[src/rtl/btn_cmd_repeat.sv]
// Button command generator: converts debounced levels into single-cycle command
// pulses, with an optional hold-to-repeat (auto-increment) mode per channel.
// One shared tick prescaler feeds an independent 3-state FSM per channel.
module btn_cmd_repeat #(
  parameter int unsigned N           = 9,
  parameter int unsigned TICK_DIV    = 100000,
  parameter int unsigned DELAY_TICKS = 500,
  parameter int unsigned RATE_TICKS  = 100,
  parameter logic [N-1:0] REPEAT_MASK = 9'b000000011,
  parameter int unsigned CNT_W       = 10
) (
  input  logic         clk,
  input  logic         reset,
  input  logic [N-1:0] btn,
  output logic [N-1:0] pulse,
  output logic [N-1:0] held,
  output logic [N-1:0] repeating
);

  localparam int unsigned PW = $clog2(TICK_DIV);

  typedef enum logic [1:0] {
    StIdle,
    StHold,
    StRepeat
  } state_e;

  logic [PW-1:0]    presc_q;
  logic             tick;
  logic [N-1:0]     btn_prev_q;
  logic [N-1:0]     rise;
  state_e           state_q [N];
  logic [CNT_W-1:0] cnt_q   [N];
  logic [N-1:0]     pulse_q;
  logic [N-1:0]     held_q;
  logic [N-1:0]     rep_q;

  assign tick = (presc_q == PW'(TICK_DIV - 1));
  assign rise = btn & ~btn_prev_q;

  // Free-running prescaler; wraps after TICK_DIV cycles.
  always_ff @(posedge clk) begin
    if (reset) begin
      presc_q <= '0;
    end else if (tick) begin
      presc_q <= '0;
    end else begin
      presc_q <= presc_q + PW'(1);
    end
  end

  // Previous button level; resets high so a button held through reset stays silent.
  always_ff @(posedge clk) begin
    if (reset) begin
      btn_prev_q <= '1;
    end else begin
      btn_prev_q <= btn;
    end
  end

  // Per-channel press/hold/repeat FSMs with registered pulse/held/repeating outputs.
  always_ff @(posedge clk) begin
    if (reset) begin
      for (int i = 0; i < N; i++) begin
        state_q[i] <= StIdle;
        cnt_q[i]   <= '0;
      end
      pulse_q <= '0;
      held_q  <= '0;
      rep_q   <= '0;
    end else begin
      for (int i = 0; i < N; i++) begin
        pulse_q[i] <= 1'b0;
        unique case (state_q[i])
          StIdle: begin
            held_q[i] <= rise[i];
            rep_q[i]  <= 1'b0;
            if (rise[i]) begin
              pulse_q[i] <= 1'b1;
              cnt_q[i]   <= '0;
              state_q[i] <= StHold;
            end
          end
          StHold: begin
            // Release takes priority over a maturing tick.
            if (!btn[i]) begin
              state_q[i] <= StIdle;
              cnt_q[i]   <= '0;
              held_q[i]  <= 1'b0;
              rep_q[i]   <= 1'b0;
            end else begin
              held_q[i] <= 1'b1;
              rep_q[i]  <= 1'b0;
              if (tick && REPEAT_MASK[i]) begin
                if (cnt_q[i] == CNT_W'(DELAY_TICKS - 1)) begin
                  pulse_q[i] <= 1'b1;
                  cnt_q[i]   <= '0;
                  state_q[i] <= StRepeat;
                  rep_q[i]   <= 1'b1;
                end else begin
                  cnt_q[i] <= cnt_q[i] + CNT_W'(1);
                end
              end
            end
          end
          StRepeat: begin
            if (!btn[i]) begin
              state_q[i] <= StIdle;
              cnt_q[i]   <= '0;
              held_q[i]  <= 1'b0;
              rep_q[i]   <= 1'b0;
            end else begin
              held_q[i] <= 1'b1;
              rep_q[i]  <= 1'b1;
              if (tick) begin
                if (cnt_q[i] == CNT_W'(RATE_TICKS - 1)) begin
                  pulse_q[i] <= 1'b1;
                  cnt_q[i]   <= '0;
                end else begin
                  cnt_q[i] <= cnt_q[i] + CNT_W'(1);
                end
              end
            end
          end
          default: begin
            state_q[i] <= StIdle;
            cnt_q[i]   <= '0;
            held_q[i]  <= 1'b0;
            rep_q[i]   <= 1'b0;
          end
        endcase
      end
    end
  end

  assign pulse     = pulse_q;
  assign held      = held_q;
  assign repeating = rep_q;

endmodule

[config.mk]
export PLATFORM = sky130hd
export DESIGN_NAME = btn_cmd_repeat
export DESIGN_NICKNAME = d
export VERILOG_FILES = /design/src/rtl/btn_cmd_repeat.sv
export SDC_FILE = /design/constraint.sdc
export NUM_CORES = 1
export LEC_CHECK = 0
export BUFFER_PORTS_ARGS = -buffer_cell sky130_fd_sc_hd__buf_2
export CORE_MARGIN = 2
export CORE_UTILIZATION = 53
export CTS_CLUSTER_DIAMETER = 120
export CTS_CLUSTER_SIZE = 40
export DETAILED_ROUTE_END_ITERATION = 7
export PLACE_DENSITY = 0.76
export RECOVER_POWER = 100
export SYNTH_ARGS = -nofsm -noshare
export SYNTH_HDL_FRONTEND = slang
export SYNTH_SLANG_ARGS = --single-unit
export TNS_END_PERCENT = 10
[constraint.sdc]
create_clock -name clk -period 2.2 [get_ports clk]
set_input_delay 0.33 -clock clk [delete_from_list [all_inputs] [get_ports clk]]
set_output_delay 0.33 -clock clk [all_outputs]
set_load 0.01 [all_outputs]
* Word-level counts from Yosys, hierarchy flattened
Memories as Yosys holds them, arrays and structs flattened. Index checks and enable logic that the tools add are counted.
Storage, ports and cells: input port bits 11, memories 2, memory bits (writable) 108, logic and storage cells 579, bits in registers 53, output and inout port bits 27
Operators by class: equality and inequality tests 30, muxes and demuxes 385, add/subtract/negate cells 10, bitwise operators 105, reductions and logical operators 35
Memories:
- cnt_q | depth 9, width 10, read ports 9, clocked after Yosys merged registers in 0, wr ports 9, RTL line 33 | logic [CNT_W-1:0] cnt_q [N];
- state_q | depth 9, width 2, read ports 9, clocked after Yosys merged registers in 0, wr ports 9, RTL line 32 | state_e state_q [N];
Operator list (number):
- $mux 10 | 58
- $mux 1 | 269
- $or 1x1->1 | 96
- $add 10x1->10 const B | 9
- $eq 10x7->1 const B | 9
- $mux 2 | 38
- $pmux 1 s2 | 18
- $reduce_or 2->1 | 17
- $reduce_or 3->1 | 9
- $eq 10x9->1 const B | 2
- $eq 2x1->1 const B | 9
- $eq 2x2->1 const B | 9
- $logic_not 2->1 | 9
- $add 17x1->17 const B | 1
- $eq 17x17->1 const B | 1
- $and 9x9->9 | 1
- $not 9->9 | 1
- $not 1->1 | 7
- $pmux 1 s3 | 2

* Longest topological paths before layout
Gate-level depths: netlist (run 1).
depth in word-level cells 14, depth in mapped cells 7, gate-level depth less buffers 7

* Worst setup path before layout (run 1)
No wires, ideal clock.
path type register to register, start memory cnt_q[0][0], end memory cnt_q[0][0] (enable), library setup time 0.336 ns, period minus slack after synthesis 2.140 ns, slack 0.060 ns, stages on the path, launching flop included 7, arrival time 1.804 ns, path buffers 0, required time 1.864 ns, path through edfxtp_1 ha_1 nor4b_1 nand4_1 o21ai_0 a21o_1 a21o_1
RTL lines (RTL line):
- start: declaration | 33

==> PnR_summary.wiki, run 1 <==
{| class="wikitable"
! Metric !! Value
|-
| Status || completed
|-
| Final count of negative-setup-slack endpoints || 0
|-
| Final #Nets || 430
|-
| Biggest fanout along the worst timing path || 4
|-
| Highest-count cells in the layout ignoring fill and taps || sky130_fd_sc_hd__nor2_1 (53), sky130_fd_sc_hd__dfxtp_1 (47), sky130_fd_sc_hd__edfxtp_1 (30)
|-
| Crit Path Category || flop to flop
|-
| Area of the core || about 6500 µm²
|-
| Synth warn || 0
|-
| Min cycle time layout || 2.09 ns
|-
| Initial Util || 55.5%
|-
| Horizontal extent of the die || roughly 86 µm
|-
| Net Sw Frac || 24.4%
|-
| Hold buffers post-CTS || 0
|-
| Switching power || 0.797 mW
|-
| Post-route clock skew || roughly 0.013 ns
|-
| Final worst path period share || a little over nine tenths
|-
| Clock slew at reported path FFs || around 0.07 ns
|-
| Master cell of the clock root buffer || sky130_fd_sc_hd__clkbuf_8
|-
| Post-layout instance area || 4170 µm²
|-
| Type of element launching the critical path || flop
|-
| H-tree lvl count || 3
|-
| Fraction of met3 tracks used by global routing || 7.43%
|-
| DRC violations left || 0
|-
| Commonest non-fill, non-tap cell in the layout || sky130_fd_sc_hd__nor2_1
|-
| Int Power || 2.47 mW
|-
| Logic pwr share || between 10 and 15%
|-
| Pin count of the biggest net entering global routing || 22
|-
| I/O Buffers || 30
|-
| Number of iterations in the first detailed-routing pass || 4
|-
| Arrival time of data at the critical path endpoint || 2.20 ns
|-
| Placed inst area || 3910 µm²
|-
| Initial antenna violation count || 0
|-
| FFs w/ async S/R, synth || 0%
|-
| Path category of the worst min-delay check || input port to flop
|-
| RD Place Congestion || roughly 0.8
|-
| Io pins || 38
|-
| Total routing usage reported by global routing || 19.1%
|-
| Via Count || 2610
|-
| Max cap viols || 0
|-
| Standby leakage power || 1.61 nW
|-
| Max-slew violations || 0
|-
| Unrepaired setup endpoints after global routing || no
|-
| Post-Synthesis Mean Instance Area || 10.0 µm²
|-
| Distinct cell type count after synthesis || 41
|-
| Num CTS Buffers || 9
|-
| Sequential-to-total area share from yosys stat || 51.3%
|-
| Finished Layout Cells || between 400 and 500
|-
| Clock tree from TritonCTS || yes
|-
| Post-Synthesis Cell Area || 3590 µm²
|-
| Total congestion overflow || 0
|-
| Std-Cell Rows || 29
|-
| Required time worst endpoint || roughly 2.3 ns
|-
| Worst-Skew Late Latency || 0.36 ns
|-
| Gate count of the mapped netlist || 357
|-
| Met2 Usage GRT || 30.9%
|-
| Capturing element type of the critical path || flop
|-
| Diodes inserted || 0
|-
| Number of enable flip-flop cells after synthesis || 30
|-
| Achievable clock frequency || 477 MHz
|-
| Total routed wirelength || around 6600 µm
|-
| Leading area contributor after synthesis || sky130_fd_sc_hd__dfxtp_1
|-
| Fraction of final layout cells sized beyond drive strength 1 || ~16%
|-
| Relative slew margins || 63.6%
|-
| Antenna Nets Post-Route || 0
|-
| Number of DRC violations after detailed-routing iteration 0 || 133
|-
| Top cell type's share of synthesized area || between 20% and 30%
|-
| Detailed placement HPWL || 4660 µm
|-
| Signed area change from the synthesized netlist to the final layout || 16.2%
|-
| Overall die height || 86.3 µm
|-
| Predominant post-synthesis flop cell || sky130_fd_sc_hd__dfxtp_1
|-
| Wire length of the first global-routing pass || 11000 µm
|-
| Number of global-route vias before repair || 2442
|-
| Final number of hold-violating endpoints || 0
|-
| Die area || 7440 µm²
|-
| Synth top area cells || sky130_fd_sc_hd__dfxtp_1 (26%), sky130_fd_sc_hd__edfxtp_1 (25%), sky130_fd_sc_hd__nor2_1 (5.5%)
|-
| Yosys reg bits || 77
|-
| Buffer levels on the longest clock path || 2
|-
| Routed via count divided by cell count || 5.33
|-
| Clk sink count || 77
|-
| Global routing met1 resource utilization || a little under a quarter
|-
| Number of instances in the placed design || 472
|-
| Power per standard cell area || 783 nW/µm²
|-
| Part of the total power dissipated in the clock network || 38.5%
|-
| Proportion of power drawn by flip-flops and latches || approximately 51%
|-
| Worst Tran Pin Value || between 0.5 and 0.6 ns
|-
| Maximum vdd ir drop || around 0.53 mV
|-
| Detailed-route wire length per cell || approximately 14 µm
|-
| Busiest layer in global routing || met2
|}
## critical path, stage by stage (launching register included)
cell                       delay (ns)
sky130_fd_sc_hd__edfxtp_1        0.40
sky130_fd_sc_hd__inv_1           0.09
sky130_fd_sc_hd__ha_1            0.23
sky130_fd_sc_hd__nor2_1          0.21
sky130_fd_sc_hd__o21ba_2         0.19
sky130_fd_sc_hd__nand4_1         0.16
sky130_fd_sc_hd__a211oi_4        0.30
sky130_fd_sc_hd__and4bb_2        0.27
## flip-flops by register name, summed over array words and instances, names as in the netlist
signal      flops
repeating       2
cnt_q          20
presc_q        17
state_q        11
pulse           9
btn_prev_q      9
held            9
## layer usage
| layer | vias up | wire length (µm) |
|---|---|---|
| li1 | 1336 | - |
| met5 | - | 0 |
| met1 | 1224 | 2970 |
| met4 | 0 | 65 |
| met2 | 46 | 3250 |
| met3 | 4 | 321 |
## cell usage after synthesis, drive strengths merged, types with 4 or more instances
cell type / n
a21oi: 22
a221oi: 6
and3: 6
and4: 5
buf: 10
clkbuf: 4
dfxtp: 47
edfxtp: 30
ha: 11
inv: 22
nand2: 10
nand2b: 14
nand3: 18
nand4: 10
nor2: 53
nor2b: 4
nor3: 10
nor3b: 8
nor4b: 5
or2: 11
xnor2: 11
xor2: 18
## timing repair
action,CTS,global route
endpoints found under the setup margin,16,40
pin swaps,0,1
resized for setup,4,5
buffers inserted,0,2
## power by group through the flow
| stage | combinational, mW | sequential [mW] | clock, mW |
|---|---|---|---|
| 2_1_floorplan | 0.222 | 1.68 | 0 |
| 3_3_place_gp | 0.334 | 1.68 | 0 |
| 3_5_place_dp | 0.343 | 1.69 | 0 |
| 4_1_cts | 0.354 | 1.66 | 1.28 |
| 5_1_grt | 0.393 | 1.67 | 1.34 |
| 6_report | 0.351 | 1.66 | 1.26 |
## through the flow
stage          hold slack [ns]  power [mW]  setup slack (ns)  TNS [ns]  utilization, %
2_1_floorplan            0.397        1.91            0.0602         0               -
3_3_place_gp             0.437        2.02            0.0509         0            60.5
3_5_place_dp             0.437        2.03           -0.0454   -0.0454            60.5
4_1_cts                  0.186        3.29           0.00298         0            64.6
5_1_grt                  0.190        3.41            0.0124         0            64.5
6_report                 0.196        3.27             0.105         0            64.5
## final cells by class
class	count	area [µm²]
Sequential cell	77	1840
Multi-Input combinational cell	250	1640
Inverter	22	82.6
Fill cell	541	2290
Tap cell	77	96.3
Clock inverter	3	43.8
Timing Repair Buffer	48	260
Clock buffer	13	203
## worst paths after layout
path,from,end,slack (ns),cells after the start
max,state_q[1][1],state_q[1][0],0.11,7
min,btn[8],btn_prev_q[8],0.20,2
max reg2reg,state_q[1][1],state_q[1][0],0.11,7
min reg2reg,btn_prev_q[8],pulse[8],0.44,1
## kinds of logic after synthesis
family / Yosys count / share of synthesized area [%]
other: 1 / 0.105
AOI/OAI and AO/OA: 37 / 6.49
adders and majority gates: 11 / 3.84
buffers and inverters: 36 / 4.60
xor gates and xnor gates: 29 / 7.08
DFF: 77 / 51.3
and+or+nand+nor: 166 / 26.5
Note: power is estimated with default switching activity, not from simulation.
==> run 2, diff against run 1 <==
Settings changed: CORE_UTILIZATION 53 to 40, PLACE_DENSITY 0.76 to unset, REMOVE_ABC_BUFFERS set to 1.
==> run 2 against run 1 <==
Clock skew down 0.0078 ns. Final area up 1.2%. Core utilization down 16 points. First-iteration DRC count down 41%. Maximum frequency up 1.7%. Setup slack better by 0.036 ns. Critical path type unchanged. Critical endpoint is now cnt_q[0][1]. Largest power group unchanged.
==> PnR_summary.wiki, run 2 (synthesis gave the netlist of run 1 again) <==
{| class="wikitable"
! Metric !! Value
|-
| Min-Delay Startpoint || btn[4]
|-
| Number of DRC violations after detailed-routing iteration 0 || 78 (-41%)
|-
| Worst setup slack after layout || 0.141 ns (+0.0357 ns)
|-
| Routed via count divided by cell count || 4.97 (-6.7%)
|-
| End point of the worst hold path || btn_prev_q[4]
|-
| Highest-count cells in the layout ignoring fill and taps || sky130_fd_sc_hd__nor2_1 (53), sky130_fd_sc_hd__dfxtp_1 (47), sky130_fd_sc_hd__edfxtp_1 (30)
|-
| Diodes inserted || 0 (unchanged)
|-
| Aggregate negative setup slack || 0 ns (unchanged)
|-
| Finished Layout Cells || 531 (+8.4%)
|-
| Commonest non-fill, non-tap cell in the layout || sky130_fd_sc_hd__nor2_1
|-
| Clk sink count || 77 (unchanged)
|-
| Unrepaired setup endpoints after global routing || no
|-
| Buffers plus inverters on the worst setup path || 1 (unchanged)
|-
| Fraction of met3 tracks used by global routing || 5.25% (-2.2 points)
|-
| DRC violations left || 0 (unchanged)
|-
| Overall die height || 98.7 µm (+14%)
|-
| CP Cell Sequence || ha_1 > and4_2 > nand4_4 > o21ai_1 > a21o_1 > a21o_1 > clkbuf_4
|-
| Buffer levels on the longest clock path || 2 (unchanged)
|-
| Setup slack on the worst flop-to-flop path || 0.14 ns (+0.04 ns)
|-
| Area of the core || 8720 µm² (+35%)
|-
| Final count of negative-setup-slack endpoints || 0 (unchanged)
|-
| Utilization of the core after routing || 48.4% (-16 points)
|-
| Hold WS || 0.204 ns (+0.00804 ns)
|-
| Power per standard cell area || 746 nW/µm² (-4.7%)
|-
| Fill cell count || 848 (+57%)
|-
| Part of the total power dissipated in the clock network || 36.3% (-2.2 points)
|-
| Number of iterations in the first detailed-routing pass || 4 (unchanged)
|-
| Initial Util || 41.1% (-14 points)
|-
| Detailed placement HPWL || 4720 µm (+1.2%)
|-
| Capturing element type of the critical path || flop
|-
| Initial antenna violation count || 1 (+1)
|-
| Standby leakage power || 1.64 nW (+1.5%)
|-
| Final #Nets || 440 (+2.3%)
|-
| Net Sw Frac || 25.1% (+0.71 points)
|-
| Busiest layer in global routing || met2
|-
| Cell type group with the largest total delay on the critical path || compound AO/OA/AOI/OAI gates
|-
| Switching power || 0.791 mW (-0.75%)
|-
| Required time worst endpoint || 2.25 ns (-0.06 ns)
|-
| Proportion of power drawn by flip-flops and latches || 52.5% (+1.7 points)
|-
| Hold buffers post-CTS || 0 (unchanged)
|-
| Antenna Nets Post-Route || 0 (unchanged)
|-
| Pin count of the biggest net entering global routing || 30 (+36%)
|-
| Wire length of the first global-routing pass || 11300 µm (+2.9%)
|-
| Max-slew violations || 0 (unchanged)
|-
| Placed inst area || 4020 µm² (+2.9%)
|-
| Number of global-route vias before repair || 2519 (+3.2%)
|-
| Signed area change from the synthesized netlist to the final layout || 17.6%
|-
| Crit Path Category || flop to flop
|-
| Relative slew margins || 62.5% (-1.1 points)
|-
| RD Place Congestion || 0.812 (+1.5%)
|-
| Path category of the worst min-delay check || input port to flop
|-
| H-tree lvl count || 3 (unchanged)
|-
| Final number of hold-violating endpoints || 0 (unchanged)
|-
| Number of instances on the worst hold path || 2 (unchanged)
|-
| Io pins || 38 (unchanged)
|-
| Total Power || 3.15 mW (-3.6%)
|-
| Post-layout instance area || 4220 µm² (+1.2%)
|-
| Post-route clock skew || 0.00560 ns (-0.00782 ns)
|-
| Fraction of final layout cells sized beyond drive strength 1 || 17.3% (+0.79 points)
|-
| Launch instance of the worst register-to-register path || presc_q[0]
|-
| Worst-Skew Late Latency || 0.34 ns (-0.02 ns)
|-
| Int Power || 2.36 mW (-4.5%)
|-
| Total routed wirelength || 6620 µm (about the same)
|-
| Master cell of the clock root buffer || sky130_fd_sc_hd__clkbuf_8
|-
| Highest cell delay on the worst timing path || 0.38 ns (-0.02 ns)
|-
| Total routing usage reported by global routing || 14.3% (-4.8 points)
|-
| I/O Buffers || 30 (unchanged)
|-
| Status || completed
|-
| Achievable clock frequency || 486 MHz (+1.7%)
|-
| Clock slew at reported path FFs || 0.08 ns (about the same)
|-
| Biggest fanout along the worst timing path || 10 (+6)
|-
| Global routing met1 resource utilization || 18.1% (-5.1 points)
|-
| Number of instances in the placed design || 513 (+8.7%)
|-
| CP most frequent cell || sky130_fd_sc_hd__a21o_1
|-
| Via Count || 2640 (+1.1%)
|-
| Type of element launching the critical path || flop
|-
| Post-Place Worst Slack || -0.0273 ns (+0.0181 ns)
|-
| Number of flip-flops under the largest register name || 20 (unchanged)
|-
| Num CTS Buffers || 9 (unchanged)
|-
| Maximum vdd ir drop || 0.399 mV (-25%)
|-
| Min cycle time layout || 2.06 ns (-0.0357 ns)
|-
| Detailed-route wire length per cell || 12.5 µm (-7.7%)
|-
| Number of cells on the critical path || 7 (unchanged)
|-
| Clock tree from TritonCTS || yes
|-
| Logic pwr share || 11.3% (+0.5 points)
|-
| Worst Tran Pin Value || 0.562 ns (+0.0158 ns)
|-
| Number of cell instances on the worst register-to-register path || 7 (unchanged)
|-
| Met2 Usage GRT || 23.8% (-7.1 points)
|-
| Arrival time of data at the critical path endpoint || 2.11 ns (-0.09 ns)
|-
| Std-Cell Rows || 34 (+17%)
|-
| Worst reg2reg endpoint || cnt_q[0][1]
|-
| Top flop regs || cnt_q (20), presc_q (17), state_q (11)
|-
| Max cap viols || 0 (unchanged)
|-
| Largest Register || cnt_q
|-
| Die area || 9740 µm² (+31%)
|-
| Critical-path top delay cell || sky130_fd_sc_hd__dfxtp_1
|-
| Final worst path period share || 93.6% (-1.6 points)
|-
| Horizontal extent of the die || 98.7 µm (+14%)
|-
| Total congestion overflow || 0 (unchanged)
|}
run 2: cell types whose count changed in the layout (fill, tap and decap cells not counted), sizes merged:
cell,before,now
clkinv,0,1
buf,22,29
bufinv,1,0
clkbuf,39,42
run 2: area by class of cell:
cell class / instances / area (µm²) / area share, %
Sequential cell: 77 / 1840 / 43.7
Multi-Input combinational cell: 250 / 1620 / 38.4
Timing Repair Buffer: 58 / 317 / 7.50
Clock buffer: 13 / 203 / 4.80
Tap cell: 108 / 135 / 3.20
Inverter: 22 / 82.6 / 1.96
Clock inverter: 3 / 20.0 / 0.474
run 2: worst max-delay path by stage:
| stage | endpoint | slack (ns) | startpoint |
|---|---|---|---|
| floorplan | cnt_q[0][0] | 0.06 | cnt_q[0][0] |
| global placement | state_q[1][0] | -0.01 | cnt_q[0][0] |
| detailed placement | state_q[1][0] | -0.03 | presc_q[0] |
| CTS | cnt_q[0][6] | 0.07 | presc_q[0] |
| global route | cnt_q[0][6] | 0.01 | presc_q[0] |
| finish | cnt_q[0][1] | 0.14 | presc_q[0] |
run 2: timing repair:
item                       in CTS  in global routing
pin swaps                       1                  0
resized for setup               0                  5
buffers inserted                2                  0
setup endpoints to repair       1                 37
cloned                          0                  0
run 2: power by group through the flow:
stage	logic [mW]	clock network, mW	registers (mW)
global route	0.403	1.23	1.67
CTS	0.371	1.17	1.65
finish	0.355	1.14	1.65
global placement	0.358	0	1.68
detailed placement	0.365	0	1.68
floorplan	0.205	0	1.68
run 2: routing by layer:
| layer | part of all wire, % | routed length [µm] |
|---|---|---|
| met5 | 0.20 | 13 |
| met4 | 0.73 | 48 |
| met3 | 3.9 | 259 |
| met2 | 49 | 3220 |
| met1 | 47 | 3080 |
